==> config.mk <==
export PLATFORM = sky130hd
export DESIGN_NAME = matrix_row_mem_seq
export DESIGN_NICKNAME = d
export VERILOG_FILES = /design/src/rtl/matrix_row_mem_seq.sv
export SDC_FILE = /design/constraint.sdc
export NUM_CORES = 1
export LEC_CHECK = 0
export CAP_MARGIN = 15
export CELL_PAD_IN_SITES_DETAIL_PLACEMENT = 1
export CELL_PAD_IN_SITES_GLOBAL_PLACEMENT = 2
export CORE_MARGIN = 1
export CORE_UTILIZATION = 29
export DETAILED_ROUTE_END_ITERATION = 8
export GPL_ROUTABILITY_DRIVEN = 1
export MAX_ROUTING_LAYER = met4
export PLACE_DENSITY = 0.89
export SYNTH_ARGS = -nofsm -noshare
export SYNTH_HDL_FRONTEND = slang
export SYNTH_SLANG_ARGS = --single-unit
==> constraint.sdc <==
create_clock -name clk -period 10.9 [get_ports clk]
set_input_delay 2.18 -clock clk [delete_from_list [all_inputs] [get_ports clk]]
set_output_delay 2.18 -clock clk [all_outputs]
set_load 0.05 [all_outputs]
==> src/rtl/matrix_row_mem_seq.sv <==
// Serialises a 128-bit matrix-row store/load into single-word data-memory accesses,
// stalling the upstream pipeline from the accept cycle through the last word.
module matrix_row_mem_seq #(
  parameter int WORDS  = 4,
  parameter int STRIDE = 4
) (
  input  logic                  clk,
  input  logic                  rst,
  input  logic                  start,
  input  logic                  op,
  input  logic [1:0]            len,
  input  logic [31:0]           base_addr,
  input  logic [32*WORDS-1:0]   row_wdata,
  input  logic                  flush,
  input  logic [31:0]           mem_rdata,
  output logic [31:0]           mem_addr,
  output logic [31:0]           mem_wdata,
  output logic                  mem_write,
  output logic                  mem_read,
  output logic                  stall,
  output logic                  done,
  output logic [32*WORDS-1:0]   row_rdata,
  output logic                  err
);

  localparam int          DATA_W   = 32;
  localparam int          ROW_W    = DATA_W * WORDS;
  localparam logic [31:0] STRIDE_W = 32'(STRIDE);

  localparam logic [1:0] S_IDLE = 2'd0;
  localparam logic [1:0] S_RUN  = 2'd1;
  localparam logic [1:0] S_DONE = 2'd2;

  logic [1:0]       state;
  logic [1:0]       idx_p0;
  logic             op_p0;
  logic [1:0]       len_p0;
  logic [31:0]      base_p0;
  logic [ROW_W-1:0] row_p0;
  logic             in_idle;
  logic             in_run;
  logic             req_ok;
  logic             accept;

  assign in_idle = (state == S_IDLE);
  assign in_run  = (state == S_RUN);
  assign req_ok  = in_idle && start && !flush;
  assign accept  = req_ok && (base_addr[1:0] == 2'b00);

  // Accept stage: request fields captured once, then held for the whole transfer
  always_ff @(posedge clk) begin
    if (accept) begin
      op_p0   <= op;
      len_p0  <= len;
      base_p0 <= base_addr;
      row_p0  <= row_wdata;
    end
  end

  always_ff @(posedge clk) begin
    if (rst) begin
      state     <= S_IDLE;
      idx_p0    <= 2'd0;
      err       <= 1'b0;
      row_rdata <= '0;
    end else begin
      err <= req_ok && (base_addr[1:0] != 2'b00);
      // A read issued in a flushed cycle still lands, leaving partial row contents
      if (in_run && op_p0)
        row_rdata[idx_p0*DATA_W +: DATA_W] <= mem_rdata;
      if (flush) begin
        state <= S_IDLE;
      end else begin
        case (state)
          S_IDLE: begin
            if (accept) begin
              state  <= S_RUN;
              idx_p0 <= 2'd0;
              if (op)
                row_rdata <= '0;
            end
          end
          S_RUN: begin
            if (idx_p0 == len_p0)
              state <= S_DONE;
            else
              idx_p0 <= idx_p0 + 2'd1;
          end
          S_DONE:  state <= S_IDLE;
          default: state <= S_IDLE;
        endcase
      end
    end
  end

  // Access stage: memory-side signals are decoded straight from the current word slot
  assign mem_addr  = in_run ? (base_p0 + STRIDE_W * {30'd0, idx_p0}) : 32'd0;
  assign mem_wdata = (in_run && !op_p0) ? row_p0[idx_p0*DATA_W +: DATA_W] : 32'd0;
  assign mem_write = in_run && !op_p0;
  assign mem_read  = in_run && op_p0;
  assign stall     = in_run || accept;
  assign done      = (state == S_DONE);

endmodule

==> metrics list <==
* Total negative slack: 0 ns
- The tool flagged a number of max-cap violations equal to 0.
* Hold-fix buffers at CTS: 0
- Counting stages on the worst path, the most repeated cell is clkdlybuf4s50_1.
- The synthesized netlist contains 45 unique library cells.
* Worst vdd rail ir drop: 0.109 mV
- Entering global routing, the biggest net connects 167 pins.
- Leak pwr: 5.52 nW
- Largest buffer count on any clock path: 3
* Count of port buffers added during placement: 395
* Core Util, Final: 43.5%
- Detailed Place HPWL: 28300 microns
* Predominant post-synthesis flop cell: edfxtp_1
- By instance count, the leading cell after synthesis is edfxtp_1.
* Unrepaired setup endpoints after global routing: no
- Of all cell types, the one taking the most synthesized area is edfxtp_1.
* Flip-flop and latch count after synthesis: 296
- The commonest cells after synthesis are edfxtp_1, dfxtp_1, a21oi_1.
- Final Routed Wirelength: 40300 microns
* Number of max-slew violations in the final report: 0
- When the netlist entered floorplanning its net count stood at 1154.
- Synth top area cells: edfxtp_1, dfxtp_1, mux4_2
- Number of nets in the layout: 1532
- Once the clock tree was built, the resizer swapped 0 gates to a different size.
* Clock latency reported for the late side of the worst-skew pair: 0.54 ns
* Number of iterations in the first detailed-routing pass: 4
* Peak Freq: 0.139 GHz
- Number of antenna violations at the first check in global routing: 5
- Number of endpoints failing setup at the final stage: 0
* Worst Setup Path Type: in -> out
- Summing all non-filler instances in the final layout gives an area of 0.0172 sq mm.
- Counting every sink on the clock net gives 296.
* HP Class: reg -> reg
- Area delta synth->final: 47.8%
- Area of the die: 0.0410 sq mm
- For this run, the total global-route usage over all layers was measured as 19.9%.
- Across the routed clock network, the largest skew measured is 0.0125 ns.
- Post-Place Worst Slack: 3.63 ns
- Total clock buffers created by CTS: 34
- Overall overflow remaining after global route: 0
- In this run the horizontal extent of the chip is 202 microns.
- Sequential elements use 64.8% of the synthesized area.
* Cells traversed along the worst timing path: clkdlybuf4s50_1 -> or4b_4 -> nor3_4 -> buf_12 -> or2_2 -> clkdlybuf4s50_1
* Post-synth EDFFs: 163
- In this run the core area contains 73 standard-cell rows.
- Measured against its own limit, the worst slew margin works out to 30.0%.
* CTS Root Cell: clkbuf_16
* Dpl cell area: 0.0160 sq mm
- Total standard cell area after synthesis: 0.0117 sq mm
- Synthesized area divided by synthesized cell count: 12.3 sq um
* Deepest level of the CTS H-tree: 2
* Setup crit end kind: output pin
- Total via count in the routed design: 9167
- Filler cell count in the final layout: 4243
* Run status: finished clean
- For the finished layout, the period the worst path requires is 7.19 ns.
- The core region is 0.0396 sq mm.
- In this run, the number of DRC markers left after iteration 0 of detailed routing was 381.
- Synthesis handed over a netlist of 947 instances.
- Clock-pin slew was measured on the worst setup and hold paths at 0.06 ns.
- The via count of the first global-routing pass was 9821.
- Setup Buffers After CTS: 0
- Post-synthesis async set-or-reset flop share: 0%
- The total count of hold-check failures in the final report was 0.
- Yosys printed 0 warnings.
- Crit-path max cell delay: 0.80 ns
* Slew at the pin with the worst max-slew slack: 1.04 ns
* Power per unit of standard cell area: 145 mW/mm^2
- Once the floorplan was initialized, standard cells occupied 29.4% of the core.
* Routed Antenna Nets: 0
* Worst path required time: 8.72 ns
- TritonCTS built the clock tree.
- The first global-routing pass estimated 59200 microns of wire.
- After detailed routing, the number of vias per cell comes to 4.88.
- The slowest stage of the critical path is the clkdlybuf4s50_1 cell.
- Data arrives at the worst endpoint at 5.01 ns.
* Die height: 202 microns
- Of the cells placed in the final design, the portion with a size suffix greater than 1 is 8.45%.
- In the finished design, the share of the clock period the worst path needs comes to 66.0%.
- For this design the top-level I/O count stands at 396.
* Share of Yosys cell area claimed by the top area cell type: 42.0%
- Worst Slack Setup Final: 3.71 ns
* Drc violations: 0
* Peak fanout along the critical path: 166
- Post-route total power: 2.50 mW
- The worst setup path is launched from a primary input.
- After detailed routing, the average wire length per cell comes to 21.5 microns.
- The congestion estimate from routability-driven global placement came to 0.829.
## per-stage QoR
step                      hold slack (ns)  std cells
after detailed placement            0.444       1814
after global placement              0.438       1814
after floorplan                     0.544        947
after CTS                           0.452       1874
final                               0.452       1879
after global routing                0.469       1879
## worst paths after layout
path | start | end | slack (ns) | cells past startpoint
setup / recovery | flush | stall | 3.71 | 6
setup reg to reg | state[1] | row_rdata[97] | 7.23 | 6
hold reg to reg | row_rdata[5] | row_rdata[5] | 0.45 | 2
hold / removal | row_rdata[5] | row_rdata[5] | 0.45 | 2
## placed cells by master (no fill, tap or decap), types with 8 or more instances in the layout
| cell | netlist | final |
|---|---|---|
| nand2_1 | 103 | 103 |
| buf_4 | 2 | 15 |
| nand4_1 | 9 | 9 |
| mux4_2 | 32 | 32 |
| nor2_1 | 49 | 48 |
| or4_1 | 13 | 13 |
| xor2_1 | 9 | 9 |
| a21oi_1 | 112 | 112 |
| nand3_1 | 105 | 104 |
| a22oi_1 | 35 | 35 |
| and2_1 | 39 | 39 |
| clkdlybuf4s50_1 | 0 | 395 |
| clkbuf_16 | 0 | 36 |
| edfxtp_1 | 163 | 163 |
| o21ai_0 | 8 | 8 |
| dfxtp_1 | 133 | 131 |
| o31ai_1 | 10 | 10 |
## layer usage
metal	wire length (microns)	track usage, %	vias up
li1	-	-	4244
met1	15200	21.1	4550
met2	21100	34.7	298
met3	2540	5.23	75
met4	1480	8.94	0
met5	0	-	-
## kinds of logic after synthesis
family          count (synthesis)  share of synthesized area (%)
simple gates                  353                           15.1
flops                         296                           64.8
compound gates                170                           8.42
buf+inv                        75                           3.52
mux                            32                           6.18
xor+xnor                       13                          0.977
fa+ha+maj                       8                          0.923
## power by group
part           internal (mW)  total, mW  switching, mW
clock network          0.696       1.18          0.480
logic                 0.0737      0.126         0.0519
registers               1.19       1.20        0.00519
total                   1.96       2.50          0.537
## flip-flops by register name, indices dropped and copies added, names as in the netlist
signal and cells:
row_rdata 128, base_p0 32, row_p0 128, err 1, state 2, len_p0 2, op_p0 1, idx_p0 2
## worst max-delay path: cells and delay by family
kind	cells	cell delay (ns)
buffers and inverters	3	1.89
AND/OR/NAND/NOR	3	0.93
## area by class of cell
| cell class | instances | area, sq um | share of cell area [%] |
|---|---|---|---|
| Antenna cell | 5 | 12.5 | 0.0726 |
| Clock buffer | 42 | 943 | 5.48 |
| Clock inverter | 18 | 220 | 1.28 |
| Inverter | 6 | 22.5 | 0.131 |
| Multi-Input combinational cell | 576 | 3720 | 21.6 |
| Sequential cell | 296 | 7560 | 43.9 |
| Tap cell | 525 | 657 | 3.81 |
| Timing Repair Buffer | 411 | 4090 | 23.7 |
Note: power is estimated with default switching activity, not from simulation.
